$ cat src/rtl/fft_loader.sv
// Streaming loader for the FFT core: conditions samples, loads core memory, zero-pads short frames, sequences start/done/ack.
// Optional saturating conditioning and sticky clipped flag with FFT_LOADER_SAT_EN.
module fft_loader #(
    parameter int unsigned width = 16,
    parameter int unsigned N_2   = 5
) (
    input  logic             clk,
    input  logic             reset,
    input  logic             in_valid,
    output logic             in_ready,
    input  logic [width-1:0] in_data,
    input  logic             in_last,
    output logic             load,
    output logic [N_2-1:0]   rd_adr,
    output logic [width-1:0] rd,
    output logic             start,
    output logic             fft_rst,
    input  logic             done,
    output logic             frame_done,
    input  logic             frame_ack,
`ifdef FFT_LOADER_SAT_EN
    output logic             clipped,
`endif
    output logic [15:0]      frame_count
);

    typedef enum logic [2:0] {
        FILL,
        PAD,
        KICK,
        BUSY,
        HOLD,
        CLR
    } state_t;

    localparam logic [N_2-1:0] LAST_ADR = {N_2{1'b1}};

    state_t             state;
    logic [N_2-1:0]     adr;
    logic               accept_c;
    logic [width-1:0]   cond_c;

    assign in_ready = (state == FILL);
    assign accept_c = in_valid & in_ready;

`ifdef FFT_LOADER_SAT_EN
    // Clamp to the signed range of width-N_2 bits, already sign-extended to width.
    localparam int unsigned SW = width - N_2;
    localparam logic [width-1:0] SAT_MAX = {{(N_2 + 1){1'b0}}, {(SW - 1){1'b1}}};
    localparam logic [width-1:0] SAT_MIN = {{(N_2 + 1){1'b1}}, {(SW - 1){1'b0}}};

    logic sat_c;

    always_comb begin
        cond_c = in_data;
        sat_c  = 1'b0;
        if ($signed(in_data) > $signed(SAT_MAX)) begin
            cond_c = SAT_MAX;
            sat_c  = 1'b1;
        end else if ($signed(in_data) < $signed(SAT_MIN)) begin
            cond_c = SAT_MIN;
            sat_c  = 1'b1;
        end
    end
`else
    assign cond_c = $signed(in_data) >>> N_2;
`endif

    // Frame sequencer; load/start/fft_rst are single-cycle registered pulses.
    always_ff @(posedge clk or posedge reset) begin
        if (reset) begin
            state       <= FILL;
            adr         <= '0;
            load        <= 1'b0;
            rd_adr      <= '0;
            rd          <= '0;
            start       <= 1'b0;
            fft_rst     <= 1'b0;
            frame_done  <= 1'b0;
            frame_count <= 16'd0;
`ifdef FFT_LOADER_SAT_EN
            clipped     <= 1'b0;
`endif
        end else begin
            load    <= 1'b0;
            start   <= 1'b0;
            fft_rst <= 1'b0;
            case (state)
                FILL: begin
                    if (accept_c) begin
                        load   <= 1'b1;
                        rd_adr <= adr;
                        rd     <= cond_c;
`ifdef FFT_LOADER_SAT_EN
                        if (sat_c) begin
                            clipped <= 1'b1;
                        end
`endif
                        // in_last on the final address is irrelevant: the frame is full anyway.
                        if (adr == LAST_ADR) begin
                            state <= KICK;
                        end else begin
                            adr <= adr + N_2'(1);
                            if (in_last) begin
                                state <= PAD;
                            end
                        end
                    end
                end
                PAD: begin
                    load   <= 1'b1;
                    rd_adr <= adr;
                    rd     <= '0;
                    if (adr == LAST_ADR) begin
                        state <= KICK;
                    end else begin
                        adr <= adr + N_2'(1);
                    end
                end
                KICK: begin
                    start <= 1'b1;
                    state <= BUSY;
                end
                BUSY: begin
                    if (done) begin
                        state       <= HOLD;
                        frame_done  <= 1'b1;
                        frame_count <= frame_count + 16'd1;
                    end
                end
                HOLD: begin
                    if (frame_ack) begin
                        state      <= CLR;
                        frame_done <= 1'b0;
                        fft_rst    <= 1'b1;
                        adr        <= '0;
`ifdef FFT_LOADER_SAT_EN
                        clipped    <= 1'b0;
`endif
                    end
                end
                CLR: begin
                    state <= FILL;
                end
                default: begin
                    state <= FILL;
                end
            endcase
        end
    end

endmodule

$ cat config.mk
export PLATFORM = sky130hd
export DESIGN_NAME = fft_loader
export DESIGN_NICKNAME = d
export VERILOG_FILES = /design/src/rtl/fft_loader.sv
export SDC_FILE = /design/constraint.sdc
export NUM_CORES = 1
export LEC_CHECK = 0
export ABC_AREA = 1
export BUFFER_PORTS_ARGS = -buffer_cell sky130_fd_sc_hd__buf_2
export CAP_MARGIN = 20
export CELL_PAD_IN_SITES_DETAIL_PLACEMENT = 1
export CELL_PAD_IN_SITES_GLOBAL_PLACEMENT = 1
export CORE_MARGIN = 1.5
export CORE_UTILIZATION = 38
export DETAILED_ROUTE_END_ITERATION = 16
export PLACE_DENSITY_LB_ADDON = 0.1
export SLEW_MARGIN = 20
export SYNTH_ARGS = -nofsm -noshare
export SYNTH_HDL_FRONTEND = slang
export SYNTH_SLANG_ARGS = --single-unit
$ cat constraint.sdc
create_clock -name clk -period 1.68 [get_ports clk]
set_input_delay 0.084 -clock clk [delete_from_list [all_inputs] [get_ports clk]]
set_output_delay 0.084 -clock clk [all_outputs]
set_load 0.03 [all_outputs]
**Word-level counts from Yosys, hierarchy flattened**

Index checks and enable logic that the tools add are counted.

- Output and inout port bits: 42
- Logic and storage cells: 54
- Input bits: 22
- Bits in registers: 49

- $add $sub $neg: 2
- Equality and inequality tests: 10
- Muxes and demuxes: 23
- Bitwise logic cells: 1
- Reduce and logical (&&, ||, !) cells: 9

Operators with widths:

| operator | number |
|---|---|
| $pmux W16 S2 | 1 |
| $mux W5 | 4 |
| $mux W3 | 6 |
| $add A16 B1 Y16 const B | 1 |
| $mux W16 | 1 |
| $pmux W3 S5 | 1 |
| $pmux W5 S3 | 1 |
| $pmux W5 S2 | 1 |
| $eq A3 B2 Y1 const B | 2 |
| $mux W1 | 6 |
| $ne A2 B2 Y1 const B | 3 |
| $reduce_and A3 Y1 | 2 |
| $add A5 B1 Y5 const B | 1 |
| $eq A5 B5 Y1 const B | 1 |
| $reduce_and A5 Y1 | 1 |
| $pmux W1 S2 | 2 |
| $reduce_and A2 Y1 | 2 |
| $reduce_bool A2 Y1 | 2 |
| $eq A3 B1 Y1 const B | 1 |
| $eq A3 B3 Y1 const B | 1 |
| $logic_not A3 Y1 | 1 |
| $ne A3 B1 Y1 const B | 1 |
| $reduce_bool A3 Y1 | 1 |
| $ne A2 B1 Y1 const B | 1 |
| $and A1 B1 Y1 | 1 |

**Longest topological paths before layout**

Gate-level depths: netlist (run 1).

- Word-level depth: 4
- Gate-level depth with buffers: 10
- Mapped depth without buffers: 10

**Worst setup path before layout (run 1)**

Ideal clock, no wire load.

- Path kind: reg2reg
- Start point: register frame_count[1]
- End point: register frame_count[10]
- Slack: 0.136 ns
- Data required time: 1.562 ns
- Arrival time: 1.426 ns
- Buffers on the path: 0
- Stages on the path, launching flop included: 9
- Library setup time: 0.118 ns
- Clock period less this slack: 1.544 ns
- Cells stage by stage: dfrtp_1 -> ha_1 -> nand3_1 -> nor2_1 -> nand2_4 -> nor2_4 -> nand2_1 -> nand2_1 -> nand2_1

- Word-level cells in the longest chain between the ends: 1

RTL lines:

| what | line | text |
|---|---|---|
| from (decl) | 24 | `output logic [15:0] frame_count` |
| from (signal assigned) | 128 | `frame_count <= frame_count + 16'd1;` |
| $add A16 B1 Y16 | 128 |  |

Every way passes these cells.
A chain may end at the register's enable or synchronous reset.

**Worst setup path in the final report (run 1)**

- Start point: register adr[0]
- End point: register adr[1]

- Word-level cells in the longest chain between the ends: 4
- Elaborated cells between the ends (all ways): 5
- Classes of those cells: add/sub (1); eq/ne (1); mux (3)

RTL lines:

| what | line | text |
|---|---|---|
| from (decl) | 39 | `logic [N_2-1:0] adr;` |
| from (signal assigned) | 103 | `adr <= adr + N_2'(1);` |
| from (signal assigned) | 117 | `adr <= adr + N_2'(1);` |
| $add A5 B1 Y5 / $eq A5 B5 Y1 (equally long branches) | n/a |  |
| $mux W5 * | 100, 114 |  |
| $mux W5 | 90 | `if (accept_c) begin` |
| $pmux W5 S3 * | 88 | `case (state)` |

Mark *: on every way between the ends. The rest lies on a longest branch, timed or not. The select of a mux whose other input is x is not followed.

==> results.json, run 1 <==
{
  "clk_pin_slew_ns": 0.09,
  "synth_nets": 294,
  "multi_input_area_um2": 971,
  "slew_violations": 0,
  "synth_edf_count": 0,
  "worstSetupEndpointType": "flip-flop",
  "nets": 355,
  "slew-limit-headroom_pct": 67.3,
  "yosys.area.top_type": "dfrtp_1",
  "finalSetupViolCount": 0,
  "dieWidth_um": 80.1,
  "synth.avg_cell_area_um2": 8.43,
  "yosys_warnings": 0,
  "period_needed_ns": 1.58,
  "critPathKind": "flip-flop to flip-flop",
  "crit_arrival_ns": 1.77,
  "r2r-start": "adr[0]",
  "cts_tree": "built",
  "fmax_mhz": 632,
  "grt_use_total_pct": 18.4,
  "r2r_end": "adr[1]",
  "rr_worst_depth": 10,
  "io_pins": 64,
  "rsz0062_at_grt": "true",
  "clockBufferDepth": 2,
  "overflow": 0,
  "dieArea_um2": 6420,
  "yosysSeqAreaShare_pct": 48.7,
  "cp_max_fo": 8,
  "design_power_total_mw": 4.89,
  "peakVddDrop_v": 0.000881,
  "finalWeightedCongestion": 0.749,
  "worst_slew_pin_slew_ns": 0.490,
  "ys.flop_type": "dfrtp_1",
  "portBuffers": 58,
  "period_share_pct": 94.2,
  "clock_latency_ns": 0.30,
  "avgRoutedWirePerCell_um": 13.0,
  "maxCapViolCount": 0,
  "grt_max_degree": 25,
  "netlist_instances": 268,
  "cts_htree_levels": 2,
  "synth_top_area_share_pct": 48.7,
  "cts_buffers": 5,
  "via_per_inst": 4.72,
  "drive_gt1_share_pct": 29.4,
  "whs_path_depth": 3,
  "grt_pass1_vias": 1883,
  "start_kind": "flip-flop",
  "min_to": "rd[5]",
  "grt_pass1_wl_mm": 8.91,
  "die_h_um": 80.1,
  "final.setup.tns_ns": 0,
  "drt_pass1_iterations": 4,
  "ff_latch_area_um2": 1100,
  "synthArstFlopShare_pct": 100,
  "hold_viol": 0,
  "postCtsSetupRepairBufs": 0,
  "fin_hold_ws_ns": 0.0140,
  "dpl.hpwl_mm": 4.04,
  "rows": 27,
  "synth.most_common_cell": "nand2_1",
  "ys_ff_latch": 44,
  "syn2layout_area_growth_pct": 22.3,
  "powerDensity_nw_per_um2": 1770,
  "cp.required_ns": 1.87,
  "fin_area_um2": 2760,
  "holdCritStartpoint": "in_data[10]",
  "n_antenna_cell": 0,
  "grt_antenna_before_repair": 0,
  "leakagePower_nw": 1.54,
  "cts_root_buffer": "clkbuf_8",
  "placed_cell_area_um2": 2610,
  "coreArea_um2": 5610,
  "hp-class": "input port to flip-flop",
  "fillers": 714,
  "ys_top_cells_by_count": "87 x nand2_1, 44 x dfrtp_1, 24 x inv_1, 24 x nand3_1, 20 x nor2_1",
  "drtIter0Drc": 83,
  "synth_area_leaders": "dfrtp_1 49%, nand2_1 14%, nand3_1 5.3%",
  "vias": 1899,
  "initial_core_util_pct": 40.3,
  "reg2reg_slack_ns": 0.1,
  "drc_errors": 0,
  "ant_nets": 0,
  "synth_area_um2": 2260,
  "fin_skew_ns": 0.00789,
  "wl_mm": 5.22,
  "outcome": "finished clean",
  "ys_types": 32,
  "numClockSinks": 44
}
==> critical path: stages, from the launching register on <==
cell and delay [ns]:
dfrtp_1 0.39, ha_1 0.21, nand2_1 0.08, nor2_1 0.06, ha_1 0.19, inv_1 0.09, o22ai_2 0.10, nor2_4 0.19
inv_2 0.06, nand2_1 0.06, nand2_1 0.05
==> cell type report <==
type / instances / area share [%]
Tap cell: 72 / 3.26
Timing Repair Buffer: 64 / 12.9
Clock inverter: 1 / 1.09
Sequential cell: 44 / 39.9
Clock buffer: 7 / 3.49
Multi-Input combinational cell: 184 / 35.1
Inverter: 30 / 4.17
==> kinds of logic after synthesis <==
logic type                 share of synthesized area, %
adders and majority gates                          2.21
xor gates and xnor gates                           3.88
and+or+nand+nor                                    32.2
DFF                                                48.7
buffers and inverters                              8.58
AOI/OAI and AO/OA                                  4.37
==> flip-flops by register name, summed over array words and instances, names as in the netlist <==
| signal | flops |
|---|---|
| frame_count | 16 |
| rd | 11 |
| adr | 5 |
| rd_adr | 5 |
| state | 3 |
| fft_rst | 1 |
| frame_done | 1 |
| load | 1 |
| start | 1 |
==> layer usage <==
layer,GRT usage [%],share of wire (%),vias up
met5,0,0,-
met4,6.72,1.0,0
met3,4.89,4.2,4
met2,29.6,48,32
met1,23.8,46,903
li1,-,-,960
==> through the flow <==
stage	setup WS [ns]	util, %	cells
2_1_floorplan	0.136	-	268
3_3_place_gp	0.107	46.6	393
3_5_place_dp	0.0575	46.6	393
4_1_cts	0.0148	49.0	402
5_1_grt	-0.0149	49.3	402
6_report	0.0968	49.3	402
==> placed cells by master (no fill, tap or decap), drive strengths merged <==
cell and instances:
nand2 92, buf 62, dfrtp 44, inv 30, nand3 26, nor2 26
o21ai 12, clkbuf 8, xor2 6, nand4 5, xnor2 4, ha 4
nor3 3, a21oi 2, a211oi 1, o22ai 1, nor3b 1, nand3b 1
bufinv 1, dlygate4sd3 1
==> power by group <==
part,internal [mW],switching (mW)
clock,0.525,0.359
combinational,0.700,1.60
sequential,1.41,0.300
==> what timing repair did <==
| action | 4_1_cts | 5_1_grt |
|---|---|---|
| endpoints found under the setup margin | 0 | 5 |
| hold endpoints to repair | 20 | 0 |
| hold buffers | 1 | 0 |
| gates resized for setup | 0 | 5 |
==> worst max path at each step <==
| stage | start | end | slack [ns] | cells after the start |
|---|---|---|---|---|
| 2_1_floorplan | frame_count[1] | frame_count[10] | 0.14 | 8 |
| 4_1_cts | state[1] | in_ready | 0.01 | 5 |
| 6_report | adr[0] | adr[1] | 0.1 | 10 |
| 3_5_place_dp | adr[0] | adr[1] | 0.06 | 10 |
| 3_3_place_gp | adr[0] | adr[0] | 0.11 | 10 |
| 5_1_grt | adr[0] | adr[0] | -0.01 | 10 |
No activity file was read; power rests on OpenSTA's default activity.
==> inputs of run 2 (changes only) <==
Settings changed: CORE_UTILIZATION 38 to 35.
==> run 2 against run 1 <==
Combinational power is essentially flat. Final cell count up 1.7%. Global-route usage is 1.4 points lower. Worst setup slack improved by 0.013 ns. Utilization decreased by 5.0 points. Critical path type unchanged. Highest routed layer unchanged.
==> results.json, run 2 (synthesis gave the netlist of run 1 again) <==
{
  "postCtsSetupRepairBufs": 0,
  "grt_use_total_pct": 17.1,
  "coreArea_um2": 6280,
  "final_util_pct": 44.3,
  "clk_pin_slew_ns": 0.09,
  "final_common_cell": "nand2_1",
  "cpMostUsedCell": "nand2_1",
  "finalSetupViolCount": 0,
  "fillers": 799,
  "maxCapViolCount": 0,
  "drtIter0Drc": 85,
  "hp-class": "input port to flip-flop",
  "cp_top_family": "simple AND/OR/NAND/NOR gates",
  "p_sw_mw": 2.27,
  "period_share_pct": 93.5,
  "cp_max_fo": 8,
  "slew_violations": 0,
  "leakagePower_nw": 1.54,
  "dieArea_um2": 6950,
  "start_kind": "flip-flop",
  "rows": 29,
  "ant_nets": 0,
  "cts_htree_levels": 2,
  "fmax_mhz": 637,
  "outcome": "finished clean",
  "powerDensity_nw_per_um2": 1770,
  "final.setup.tns_ns": 0,
  "placed_cell_area_um2": 2610,
  "cts_buffers": 5,
  "die_h_um": 83.4,
  "avgRoutedWirePerCell_um": 13.2,
  "via_per_inst": 4.71,
  "period_needed_ns": 1.57,
  "clockBufferDepth": 2,
  "dpl.hpwl_mm": 4.01,
  "largest_reg_flops": 16,
  "vias": 1927,
  "combPwrFrac_pct": 47.1,
  "finalWeightedCongestion": 0.784,
  "clock_latency_ns": 0.30,
  "final_cell_mix": "87 x nand2_1, 57 x buf_2, 41 x dfrtp_1",
  "drt_pass1_iterations": 4,
  "grt_pass1_vias": 2004,
  "drive_gt1_share_pct": 30.7,
  "cts_root_buffer": "clkbuf_8",
  "syn2layout_area_growth_pct": 23.0,
  "crit_path_max_incr_delay_ns": 0.39,
  "slew-limit-headroom_pct": 61.4,
  "cp.required_ns": 1.87,
  "top_register": "frame_count",
  "fin_area_um2": 2780,
  "numClockSinks": 44,
  "portBuffers": 58,
  "grt_pass1_wl_mm": 9.45,
  "initial_core_util_pct": 36.0,
  "hold_viol": 0,
  "drc_errors": 0,
  "crit_arrival_ns": 1.76,
  "worst_slew_pin_slew_ns": 0.580,
  "critical-path-slowest-cell": "dfrtp_1",
  "largestRegisters": "frame_count: 16 flops, rd: 11 flops",
  "wl_mm": 5.38,
  "fin_skew_ns": 0.00722,
  "cts_tree": "built",
  "n_antenna_cell": 0,
  "nets": 357,
  "grt_max_degree": 45,
  "cp_num_buf_inv": 2,
  "critPathKind": "flip-flop to flip-flop",
  "grt_antenna_before_repair": 0,
  "pwr-share-seq_pct": 34.7,
  "overflow": 0,
  "io_pins": 64,
  "peakVddDrop_v": 0.000784,
  "dieWidth_um": 83.4,
  "p_clk_share_pct": 18.2,
  "switching_share_pct": 46.3,
  "worstSetupEndpointType": "flip-flop",
  "internal_power_mw": 2.64,
  "crit_chain": "ha_1 > nand2_1 > nor2_2 > ha_2 > inv_2 > o22ai_2 > nor2_4 > inv_2 > nand2_1 > nand2_1"
}
==> run 2: timing repair <==
item / 4_1_cts / 5_1_grt
endpoints found under the setup margin: 1 / 8
pin swaps: 0 / 1
resized for setup: 2 / 7
hold buffers: 2 / 0
hold endpoints to repair: 45 / 0
==> run 2: path summary, 6_finish.rpt <==
kind,cells past startpoint,endpoint,startpoint,slack [ns]
setup / recovery,10,adr[0],adr[1],0.11
hold / removal,3,rd[0],in_data[5],0.01
setup reg to reg,10,adr[0],adr[1],0.11
hold reg to reg,2,rd[1],rd[1],0.47
max in group asynchronous,4,state[1],reset,0.78
min in group asynchronous,4,rd[8],reset,0.46
==> run 2: tightest hold or removal path, delay by kind of cell <==
kind | cells | cell delay (ns)
buffers and inverters | 1 | 0.08
AND/OR/NAND/NOR | 2 | 0.12
==> run 2: per-stage QoR <==
stage,hold slack [ns],setup WS [ns],power (mW),cells
global placement,0.273,0.0991,3.99,399
finish,0.0112,0.110,4.92,409
CTS,0.00100,0.0129,4.98,409
floorplan,0.229,0.136,3.49,268
detailed placement,0.276,0.0741,4.04,399
global route,0.00901,-0.0155,5.29,409
==> run 2: power by group through the flow <==
stage	Sequential, mW	Clock (mW)	Combinational (mW)
6_report	1.71	0.893	2.31
5_1_grt	1.78	0.976	2.54
4_1_cts	1.71	0.931	2.34
3_5_place_dp	1.73	0	2.31
3_3_place_gp	1.71	0	2.27
2_1_floorplan	2.18	0	1.30
==> run 2: per-layer routing <==
layer  vias up  GRT usage [%]  share of wire, %
met1       913           20.7                43
met5         -              0                 0
met4         0           5.30               1.3
li1        960              -                 -
met3         7           3.98               5.3
met2        47           30.0                50
==> run 2: final cells by class <==
class / count / area, um^2 / share of cell area (%)
Clock buffer: 7 / 96.3 / 3.47
Tap cell: 77 / 96.3 / 3.47
Clock inverter: 1 / 30.0 / 1.08
Sequential cell: 44 / 1100 / 39.7
Inverter: 30 / 115 / 4.14
Multi-Input combinational cell: 184 / 976 / 35.1
Timing Repair Buffer: 66 / 362 / 13.0
